`config.mk`:
```
export PLATFORM = sky130hd
export DESIGN_NAME = shift_pipe
export DESIGN_NICKNAME = d
export VERILOG_FILES = /design/src/rtl/shift_pkg.sv /design/src/rtl/shift_level.sv /design/src/rtl/shift_pipe.sv
export SDC_FILE = /design/constraint.sdc
export NUM_CORES = 1
export LEC_CHECK = 0
export ABC_AREA = 0
export CAP_MARGIN = 20
export CORE_ASPECT_RATIO = 2
export CORE_MARGIN = 2
export CORE_UTILIZATION = 60
export CTS_CLUSTER_SIZE = 30
export DETAILED_ROUTE_END_ITERATION = 10
export MAX_ROUTING_LAYER = met4
export PLACE_DENSITY_LB_ADDON = 0.05
export SLEW_MARGIN = 20
export SYNTH_ARGS = -nofsm -noshare
export SYNTH_HDL_FRONTEND = slang
export SYNTH_HIERARCHICAL = 1
export SYNTH_SLANG_ARGS = --single-unit
```
`constraint.sdc`:
```
create_clock -name clk -period 6.6 [get_ports clk]
set_input_delay 0.99 -clock clk [delete_from_list [all_inputs] [get_ports clk]]
set_output_delay 0.99 -clock clk [all_outputs]
set_load 0.005 [all_outputs]
```
`src/rtl/shift_pkg.sv`:
```
// Shared op encodings and stage-register payload type for the pipelined shifter.
package shift_pkg;

    typedef logic [2:0] shift_op_t;

    localparam shift_op_t SHIFT_OP_SLL = 3'b000;
    localparam shift_op_t SHIFT_OP_SRL = 3'b001;
    localparam shift_op_t SHIFT_OP_SRA = 3'b010;
    localparam shift_op_t SHIFT_OP_ROL = 3'b011;
    localparam shift_op_t SHIFT_OP_ROR = 3'b100;

    // Type holder so the stage register can be sized by the instantiating module.
    virtual class shift_stage_types #(
        parameter int unsigned XLEN  = 32,
        parameter int unsigned TAG_W = 5
    );
        typedef struct packed {
            logic                    valid;
            logic [XLEN-1:0]         data;
            shift_op_t               op;
            logic                    word;
            logic [$clog2(XLEN)-1:0] shamt;
            logic [TAG_W-1:0]        tag;
        } stage_t;
    endclass

endpackage

```
`src/rtl/shift_level.sv`:
```
// One combinational mux level of the shifter: shifts/rotates by DIST when enabled.
// Rotate muxing exists only when SHIFT_PIPE_ROTATE_EN is defined.
module shift_level
    import shift_pkg::*;
#(
    parameter int unsigned XLEN = 32,
    parameter int unsigned DIST = 1
) (
    input  logic [XLEN-1:0] i_data,
    input  shift_op_t       i_op,
    input  logic            i_en,
    output logic [XLEN-1:0] o_data_c
);

    always_comb begin
        o_data_c = i_data;
        if (i_en) begin
            case (i_op)
                SHIFT_OP_SLL: o_data_c = {i_data[XLEN-1-DIST:0], {DIST{1'b0}}};
                SHIFT_OP_SRL: o_data_c = {{DIST{1'b0}}, i_data[XLEN-1:DIST]};
                SHIFT_OP_SRA: o_data_c = {{DIST{i_data[XLEN-1]}}, i_data[XLEN-1:DIST]};
`ifdef SHIFT_PIPE_ROTATE_EN
                SHIFT_OP_ROL: o_data_c = {i_data[XLEN-1-DIST:0], i_data[XLEN-1:XLEN-DIST]};
                SHIFT_OP_ROR: o_data_c = {i_data[DIST-1:0], i_data[XLEN-1:DIST]};
`endif
                default:      o_data_c = i_data;
            endcase
        end
    end

endmodule

```
`src/rtl/shift_pipe.sv`:
```
// Pipelined shift/rotate unit with valid/ready handshake and pass-through tag.
// Rotates (ROL/ROR) are built only when SHIFT_PIPE_ROTATE_EN is defined.
module shift_pipe
    import shift_pkg::*;
#(
    parameter int unsigned XLEN        = 32,
    parameter int unsigned PIPE_STAGES = 2,
    parameter int unsigned TAG_W       = 5
) (
    input  logic                    clk,
    input  logic                    rst,
    input  logic                    flush,
    input  logic                    in_valid,
    output logic                    in_ready,
    input  logic [XLEN-1:0]         in_data,
    input  logic [$clog2(XLEN)-1:0] in_shamt,
    input  shift_op_t               in_op,
    input  logic                    in_word,
    input  logic [TAG_W-1:0]        in_tag,
    output logic                    out_valid,
    input  logic                    out_ready,
    output logic [XLEN-1:0]         out_data,
    output logic [TAG_W-1:0]        out_tag,
    output logic                    busy
);

    localparam int unsigned SHW   = $clog2(XLEN);
    localparam int unsigned BASE  = SHW / PIPE_STAGES;
    localparam int unsigned EXTRA = SHW % PIPE_STAGES;

    typedef shift_stage_types#(.XLEN(XLEN), .TAG_W(TAG_W))::stage_t stage_t;

    // Index of the first mux level owned by stage k; earlier stages absorb the remainder.
    function automatic int unsigned first_level(input int unsigned k);
        return k * BASE + ((k < EXTRA) ? k : EXTRA);
    endfunction

    stage_t                 r_stage [PIPE_STAGES];
    stage_t                 w_src   [PIPE_STAGES];
    stage_t                 w_next  [PIPE_STAGES];
    logic [XLEN-1:0]        w_res   [PIPE_STAGES];
    logic [PIPE_STAGES:0]   w_go;
    logic [PIPE_STAGES-1:0] w_valid;
    logic [XLEN-1:0]        w_in_data;
    logic [SHW-1:0]         w_in_shamt;
    stage_t                 w_in;

    // Word ops run on a 64-bit datapath: pre-extend the operand, replicate it for rotates.
    if (XLEN == 64) begin : g_word_prep
        always_comb begin
            w_in_data  = in_data;
            w_in_shamt = in_shamt;
            if (in_word) begin
                w_in_shamt = {1'b0, in_shamt[4:0]};
                case (in_op)
                    SHIFT_OP_SRL:               w_in_data = {32'h0, in_data[31:0]};
                    SHIFT_OP_ROL, SHIFT_OP_ROR: w_in_data = {in_data[31:0], in_data[31:0]};
                    default:                    w_in_data = {{32{in_data[31]}}, in_data[31:0]};
                endcase
            end
        end
    end else begin : g_no_word_prep
        assign w_in_data  = in_data;
        assign w_in_shamt = in_shamt;
    end

    always_comb begin
        w_in       = '0;
        w_in.valid = in_valid;
        w_in.data  = w_in_data;
        w_in.op    = in_op;
        w_in.word  = (XLEN == 64) ? in_word : 1'b0;
        w_in.shamt = w_in_shamt;
        w_in.tag   = in_tag;
    end

    for (genvar k = 0; k < PIPE_STAGES; k++) begin : g_stage
        localparam int unsigned FIRST = first_level(k);
        localparam int unsigned LAST  = first_level(k + 1);

        if (k == 0) begin : g_src_in
            assign w_src[k] = w_in;
        end else begin : g_src_reg
            assign w_src[k] = r_stage[k-1];
        end

        for (genvar j = FIRST; j < LAST; j++) begin : g_level
            logic [XLEN-1:0] w_lin;
            logic [XLEN-1:0] w_out;

            if (j == FIRST) begin : g_first
                assign w_lin = w_src[k].data;
            end else begin : g_chain
                assign w_lin = g_level[j-1].w_out;
            end

            shift_level #(
                .XLEN (XLEN),
                .DIST (1 << (SHW - 1 - j))
            ) u_level (
                .i_data   (w_lin),
                .i_op     (w_src[k].op),
                .i_en     (w_src[k].shamt[SHW-1-j]),
                .o_data_c (w_out)
            );
        end

        // Final stage sign-extends word results from bit 31 before they are registered.
        if ((k == PIPE_STAGES - 1) && (XLEN == 64)) begin : g_word_ext
            logic [XLEN-1:0] w_raw;
            assign w_raw    = g_level[LAST-1].w_out;
            assign w_res[k] = w_src[k].word ? {{32{w_raw[31]}}, w_raw[31:0]} : w_raw;
        end else begin : g_no_ext
            assign w_res[k] = g_level[LAST-1].w_out;
        end
    end

    // Advance chain: a stage may load when empty or when its successor moves on.
    always_comb begin
        w_go              = '0;
        w_valid           = '0;
        w_go[PIPE_STAGES] = out_ready;
        for (int k = int'(PIPE_STAGES) - 1; k >= 0; k--) begin
            w_valid[k] = r_stage[k].valid;
            w_go[k]    = !r_stage[k].valid || w_go[k+1];
        end
    end

    always_comb begin
        for (int k = 0; k < int'(PIPE_STAGES); k++) begin
            w_next[k]      = w_src[k];
            w_next[k].data = w_res[k];
        end
    end

    // Payload is only captured with a valid op, so bubbles leave data/tag untouched.
    always_ff @(posedge clk) begin
        for (int k = 0; k < int'(PIPE_STAGES); k++) begin
            if (rst) begin
                r_stage[k] <= '0;
            end else if (flush) begin
                r_stage[k].valid <= 1'b0;
            end else if (w_go[k]) begin
                if (w_src[k].valid) begin
                    r_stage[k] <= w_next[k];
                end else begin
                    r_stage[k].valid <= 1'b0;
                end
            end
        end
    end

    assign in_ready  = w_go[0] && !flush;
    assign out_valid = r_stage[PIPE_STAGES-1].valid;
    assign out_data  = r_stage[PIPE_STAGES-1].data;
    assign out_tag   = r_stage[PIPE_STAGES-1].tag;
    assign busy      = |w_valid;

endmodule

```
==> metrics.txt, run 1 <==
Syn Inst Count=609; Post-DP HPWL=between 10000 and 15000 µm; CTS tree=yes; clk_lat worst skew=about 330 ps; unrepaired setup endpoints after global routing=no; largest net degree at the start of global routing=46; R2R Setup Slk=roughly 4000 ps; # H-tree levels=3; Max VDD drop=roughly 0.14 mV; wire per inst=17.1 µm; final-layout fill cell count=about 810; WL final=about 14000 µm; worst hold path type=register to register; relative slew slack=0.327; initial antenna violation count=0; final setup fails=0; Layout area overhead=14.9%; startpoint types=input pin; Synth cell types=48; leading cell types in the layout, fill and taps excluded=92 x and2_1, 89 x clkdlybuf4s50_1, 88 x a221o_1, 81 x edfxtp_1, 69 x nand2_1; most flop-heavy register=r_stage; setup bufs post-CTS=0; hold depth=1; setup ws final=about 2400 ps; die area=12000 µm²; post-synthesis compound-gate area fraction=0.247; final-stage net count=~700; DP Worst Slack=between 2000 and 2500 ps; Pins Over Slew Limit=0; vias in the first global route=just under 5000; worst r2r path cells=6; Seq/Total Area, Yosys=0.364; Via Count=about 5100; Die Y-Extent=~150 µm; Tightest Pin Transition=between 1000 and 1500 ps; most common cell after layout, fill and taps aside=and2_1; CTS Buf Count=9; Async SR Flop Fraction=0; PortBufs=around 90; post-layout minimum cycle time=between 4000 and 5000 ps; XOR/XNOR Fraction of Synth Area=0.00881; post-synthesis mux area share=0.00150; part of the cycle the worst path needs=0.636; Die W=78.6 µm; syn_area_per_cell=11.0 µm²; kind of critical path=input pin to register; number of vias per cell=6.41; leakage power=0.00281 µW; DRT antenna net count=0; Core Box Area=around 11000 µm²; ANT cells=0; Post-Synth Adder-Cell Area=0; CTS root buf=clkbuf_16; Max stage delay cell, worst path=clkdlybuf4s50_1; TritonRoute pass-1 iters=4; Worst Hold Endpoint=r_stage[1][0]$_SDFFCE_PP0P_; clk_skew=around 5.3 ps; run status=completed; GRT overflow=0; Setup TNS Final=0 ps; Syn Std Cell Area=approximately 6700 µm²; Ports=between 90 and 100; first-pass GRT wire length=roughly 22000 µm; Clock Path Buffers=2; reg2reg end=r_stage[1][20]$_SDFFCE_PP0P_; max-cap violation count=0; Final Hold Fails=0; clk sink count=81; Most used DFF post-synth=edfxtp_1; CP required=roughly 6700 ps; Largest register FFs=81; hold path startpoint=r_stage[0][0]$_SDFFCE_PN0P_; GP Congestion=around 0.93; Synth warnings=6; Crit path largest cell delay=1090 ps; starting density of the core=0.614; design area=~7700 µm²; main combinational cell family by area after synthesis=simple AND/OR/NAND/NOR gates; crit path cell chain=clkdlybuf4s50_1 > a21oi_2 > a2bb2oi_1 > o21a_1 > nor2_1 > a2bb2oi_1 > o21ai_0 > nand2_1 > o22a_1 > nand2_1 > nor3_2; area post-placement=7330 µm²; DRC=0; Final Util=0.705; share of layout cells above drive strength 1=0.164; Hold Buf Count CTS=0; simple-gate share of the synthesized area=0.304; leading registers by flop count=r_stage x81; Syn Nets=660; WP data arrival=between 4000 and 5000 ps; Post-synth EDFFs=slightly above 80; total global-route track usage=0.233; Site Rows=54; clock slew at reported path FFs=~60 ps; worst r2r src=r_stage[0][12]$_SDFFCE_PN0P_; Crit Path Max Fanout=18; Peak Freq=238 MHz; Power Dens Cells=around 200 nW/µm²; 1st-iter DRT viols=about 180; synthesized flop and latch total=81; PostCTS Resize Cnt=0; Setup crit end kind=register
[Yosys cell counts (2+ instances only)]
cell type,number,share of area
a21o_1,2,0.0022
a21o_4,2,0.0045
a21oi_1,2,0.0015
a221o_1,88,0.13
a221o_2,10,0.017
a22o_1,31,0.041
a2bb2oi_1,24,0.031
and2_1,92,0.086
and2_2,8,0.0090
and4b_1,37,0.055
buf_2,13,0.0097
buf_4,11,0.012
buf_6,26,0.044
clkbuf_1,12,0.0067
edfxtp_1,81,0.36
inv_1,2,0.0011
nand2_1,69,0.039
nand2b_1,3,0.0028
nand2b_4,4,0.0082
nor2_1,4,0.0022
nor2_2,3,0.0028
nor3_1,7,0.0052
nor3_2,36,0.054
nor3_4,4,0.0097
nor3b_2,2,0.0037
nor4b_4,3,0.011
o21a_1,2,0.0022
o21ai_0,3,0.0022
o21bai_1,2,0.0022
o22a_1,4,0.0052
o41ai_1,2,0.0026
xnor2_1,3,0.0039
xnor2_2,2,0.0049
[worst max-delay path by stage]
stage / from / end
after floorplan: out_ready / r_stage[0][0]$_SDFFCE_PN0P_
after global placement: in_op[1] / r_stage[0][43]$_SDFFCE_PN0P_
after detailed placement: in_op[1] / r_stage[0][44]$_SDFFCE_PN0P_
after CTS: in_op[0] / r_stage[0][44]$_SDFFCE_PN0P_
after global routing: in_op[0] / r_stage[0][42]$_SDFFCE_PN0P_
final: in_op[0] / r_stage[0][43]$_SDFFCE_PN0P_
[critical path, delay by kind of cell]
kind                   cells  cell delay [ps]
buffers and inverters      1             1090
AO/OA/AOI/OAI              6             1460
AND/OR/NAND/NOR            4              710
[through the flow]
step           instances  total power [µW]  hold WS (ps)
2_1_floorplan        609               912           576
6_report             799              1500           607
5_1_grt              799              1570           628
4_1_cts              798              1510           617
3_5_place_dp         782              1010           602
3_3_place_gp         782               999           582
[final cells by class]
type                       count  area [µm²]  area share
clock buffer                  11         233      0.0303
clock inverter                 5        80.1      0.0104
inverter                       2        7.51    0.000979
multi-input combinational    463        3770       0.492
sequential                    81        2430       0.317
tap                          140         175      0.0228
timing repair buffer          97         971       0.127
[kinds of logic (layout without fill, tap and decap cells)]
| kind of cell | after synthesis | count (layout) |
|---|---|---|
| DFF | 81 | 81 |
| and+or+nand+nor | 283 | 283 |
| muxes | 1 | 1 |
| AOI/OAI and AO/OA | 174 | 174 |
| buffers and inverters | 65 | 115 |
| xor gates and xnor gates | 5 | 5 |
[power by group]
group          internal [µW]  total, µW  switching, µW
clock                    330        503            173
combinational            191        372            181
sequential               605        629           24.3
total                   1130       1500            378
[layer usage]
metal  track usage  up-vias  wire length (µm)
li1              -     2523                 -
met1         0.167     2432              4200
met2         0.489      129              8340
met3        0.0230       38               323
met4         0.149        0               753
met5             -        -                 0
Note: power is estimated with default switching activity, not from simulation.
==> run 2, diff against run 1 <==
- CORE_UTILIZATION: 60 -> 57
- clock period: 6.6 -> 4.4 ns (I/O delays scaled with it)
==> run 2 against run 1 <==
Die area is 5.1% higher; sequential share of layout area shrank 0.093 points; routed wire length grew 4.0%; first-iteration DRC count decreased by 4.4%; largest power group unchanged.
==> metrics.txt, run 2 (synthesized netlist as in run 1, its figures left out) <==
Core Box Area=11400 µm² (was 10900 µm²); WL final=14200 µm (was 13600 µm); WP data arrival=3520 ps (was 4250 ps); CTS root buf=clkbuf_16 (unchanged); wire per inst=17.6 µm (was 17.1 µm); Ports=91 (unchanged); largest net degree at the start of global routing=45 (was 46); PostCTS Resize Cnt=0 (unchanged); Die W=80.5 µm (was 78.6 µm); Setup crit end kind=register (unchanged); part of the cycle the worst path needs=0.760; initial antenna violation count=0 (unchanged); internal power=1630 µW (was 1130 µW); max-cap violation count=0 (unchanged); DRC=0 (unchanged); first-pass GRT wire length=23200 µm (was 21800 µm); Max VDD drop=0.223 mV (was 0.143 mV); Pins Over Slew Limit=0 (unchanged); Layout area overhead=15.2% (was 14.9%); worst r2r src=r_stage[0][12]$_SDFFCE_PN0P_ (unchanged); CP required=4580 ps (was 6650 ps); 1st-iter DRT viols=174 (was 182); DRT antenna net count=0 (unchanged); Tightest Pin Transition=1040 ps (was 1010 ps); Via Count=5074 (was 5122); final setup fails=0 (unchanged); most flop-heavy register=r_stage (unchanged); CTS tree=yes (unchanged); relative slew slack=0.307 (was 0.327); hold path startpoint=r_stage[0][4]$_SDFFCE_PN0P_ (was r_stage[0][0]$_SDFFCE_PN0P_); final-stage net count=709 (was 705); leakage power=0.00282 µW (was 0.00281 µW); clk_skew=5.58 ps (was 5.26 ps); leading cell types in the layout, fill and taps excluded=92 x and2_1, 89 x clkdlybuf4s50_1, 88 x a221o_1, 81 x edfxtp_1, 69 x nand2_1 (unchanged); Power Dens Cells=288 nW/µm² (was 196 nW/µm²); Site Rows=55 (was 54); clock slew at reported path FFs=60 ps (about the same); GRT overflow=0 (unchanged); Crit Path Max Fanout=16 (was 18); leading registers by flop count=r_stage x81 (unchanged); WHS=619 ps (was 607 ps); combinational power share=0.255 (was 0.247); part of the power in registers=0.427 (was 0.418); share of layout cells above drive strength 1=0.171 (was 0.164); total global-route track usage=0.242 (was 0.233); vias in the first global route=5070 (was 4802); net switching power=582 µW (was 378 µW); clk_lat worst skew=340 ps (was 330 ps); design area=7690 µm² (was 7670 µm²); Post-DP HPWL=11600 µm (was 11000 µm); die area=12600 µm² (was 12000 µm²); Setup TNS Final=0 ps (unchanged); GP Congestion=0.871 (was 0.927); switching power share of the total=0.263 (was 0.251); worst hold path type=register to register (unchanged); TritonRoute pass-1 iters=4 (unchanged); ANT cells=0 (unchanged); setup bufs post-CTS=0 (unchanged); Inst Count DP=788 (was 782); Die Y-Extent=157 µm (was 153 µm); # H-tree levels=3 (unchanged); starting density of the core=0.588 (was 0.614); Final Hold Fails=0 (unchanged); clk sink count=81 (unchanged); Largest register FFs=81 (unchanged); most common cell after layout, fill and taps aside=and2_1 (unchanged); Clock Path Buffers=2 (unchanged); run status=completed (unchanged); PortBufs=89 (unchanged); post-route insts no fill=804 (was 799); clock power share=0.318 (was 0.334); unrepaired setup endpoints after global routing=no (unchanged); Setup crit start=in_op[2] (was in_op[0]); CTS Buf Count=9 (unchanged); post-layout minimum cycle time=~3300 ps; startpoint types=input pin (unchanged); kind of critical path=input pin to register (unchanged); Peak Freq=roughly 300 MHz; number of vias per cell=6.31 (was 6.41); Hold Buf Count CTS=0 (unchanged); area post-placement=7370 µm² (was 7330 µm²)
-- run 2: cell types whose count changed in the layout (fill, tap and decap cells not counted) --
cell       previous run  this run
clkinv_2              1         3
buf_4                 7        11
o21bai_2              1         0
o21bai_4              1         2
nor2_2                3         1
nor2_4                1         3
bufinv_16             2         1
clkbuf_1              2         0
-- run 2: worst max-delay path: stages --
cell and delay, ps:
clkdlybuf4s50_1 400, buf_4 190, nand2b_4 180, a21oi_2 570
a2bb2oi_1 340, o21a_1 150, nor2_1 130, a2bb2oi_1 280
o21ai_0 110, nand2_1 160, o22a_1 160, nand2_1 60
nor3_2 130
-- run 2: power groups by stage --
| stage | clock (µW) | combinational, µW | sequential (µW) |
|---|---|---|---|
| 2_1_floorplan | 0 | 416 | 952 |
| 3_3_place_gp | 0 | 547 | 958 |
| 3_5_place_dp | 0 | 559 | 961 |
| 4_1_cts | 711 | 561 | 945 |
| 5_1_grt | 748 | 618 | 950 |
| 6_report | 703 | 565 | 944 |
-- run 2: worst paths after layout --
| check | to | slack [ps] | cells after the start |
|---|---|---|---|
| worst max-delay path | r_stage[0][43]$_SDFFCE_PN0P_ | 1060 | 13 |
| worst max register to register | r_stage[1][19]$_SDFFCE_PP0P_ | 1850 | 6 |
| worst min-delay path | r_stage[1][4]$_SDFFCE_PP0P_ | 620 | 1 |
| worst min register to register | r_stage[1][4]$_SDFFCE_PP0P_ | 620 | 1 |
-- run 2: final cells by class --
cell class                      instances  area (µm²)
Clock inverter                          6        60.1
Multi-Input combinational cell        463        3790
Sequential cell                        81        2430
Clock buffer                            9         225
Tap cell                              142         178
Fill cell                             906        3660
Timing Repair Buffer                  101        1000
Inverter                                2        7.51
-- run 2: routing by layer --
metal	part of all wire	global-route usage	vias to the layer above
li1	-	-	2526
met2	0.62	0.504	122
met1	0.30	0.184	2382
met4	0.055	0.144	0
met3	0.025	0.0235	44
met5	0	-	-
-- run 2: metrics by stage --
| stage | total power (µW) | util | setup WS [ps] |
|---|---|---|---|
| floorplan | 1370 | - | 826 |
| global placement | 1500 | 0.649 | 773 |
| detailed placement | 1520 | 0.649 | 730 |
| CTS | 2220 | 0.674 | 1070 |
| global route | 2320 | 0.677 | 793 |
| finish | 2210 | 0.677 | 1060 |
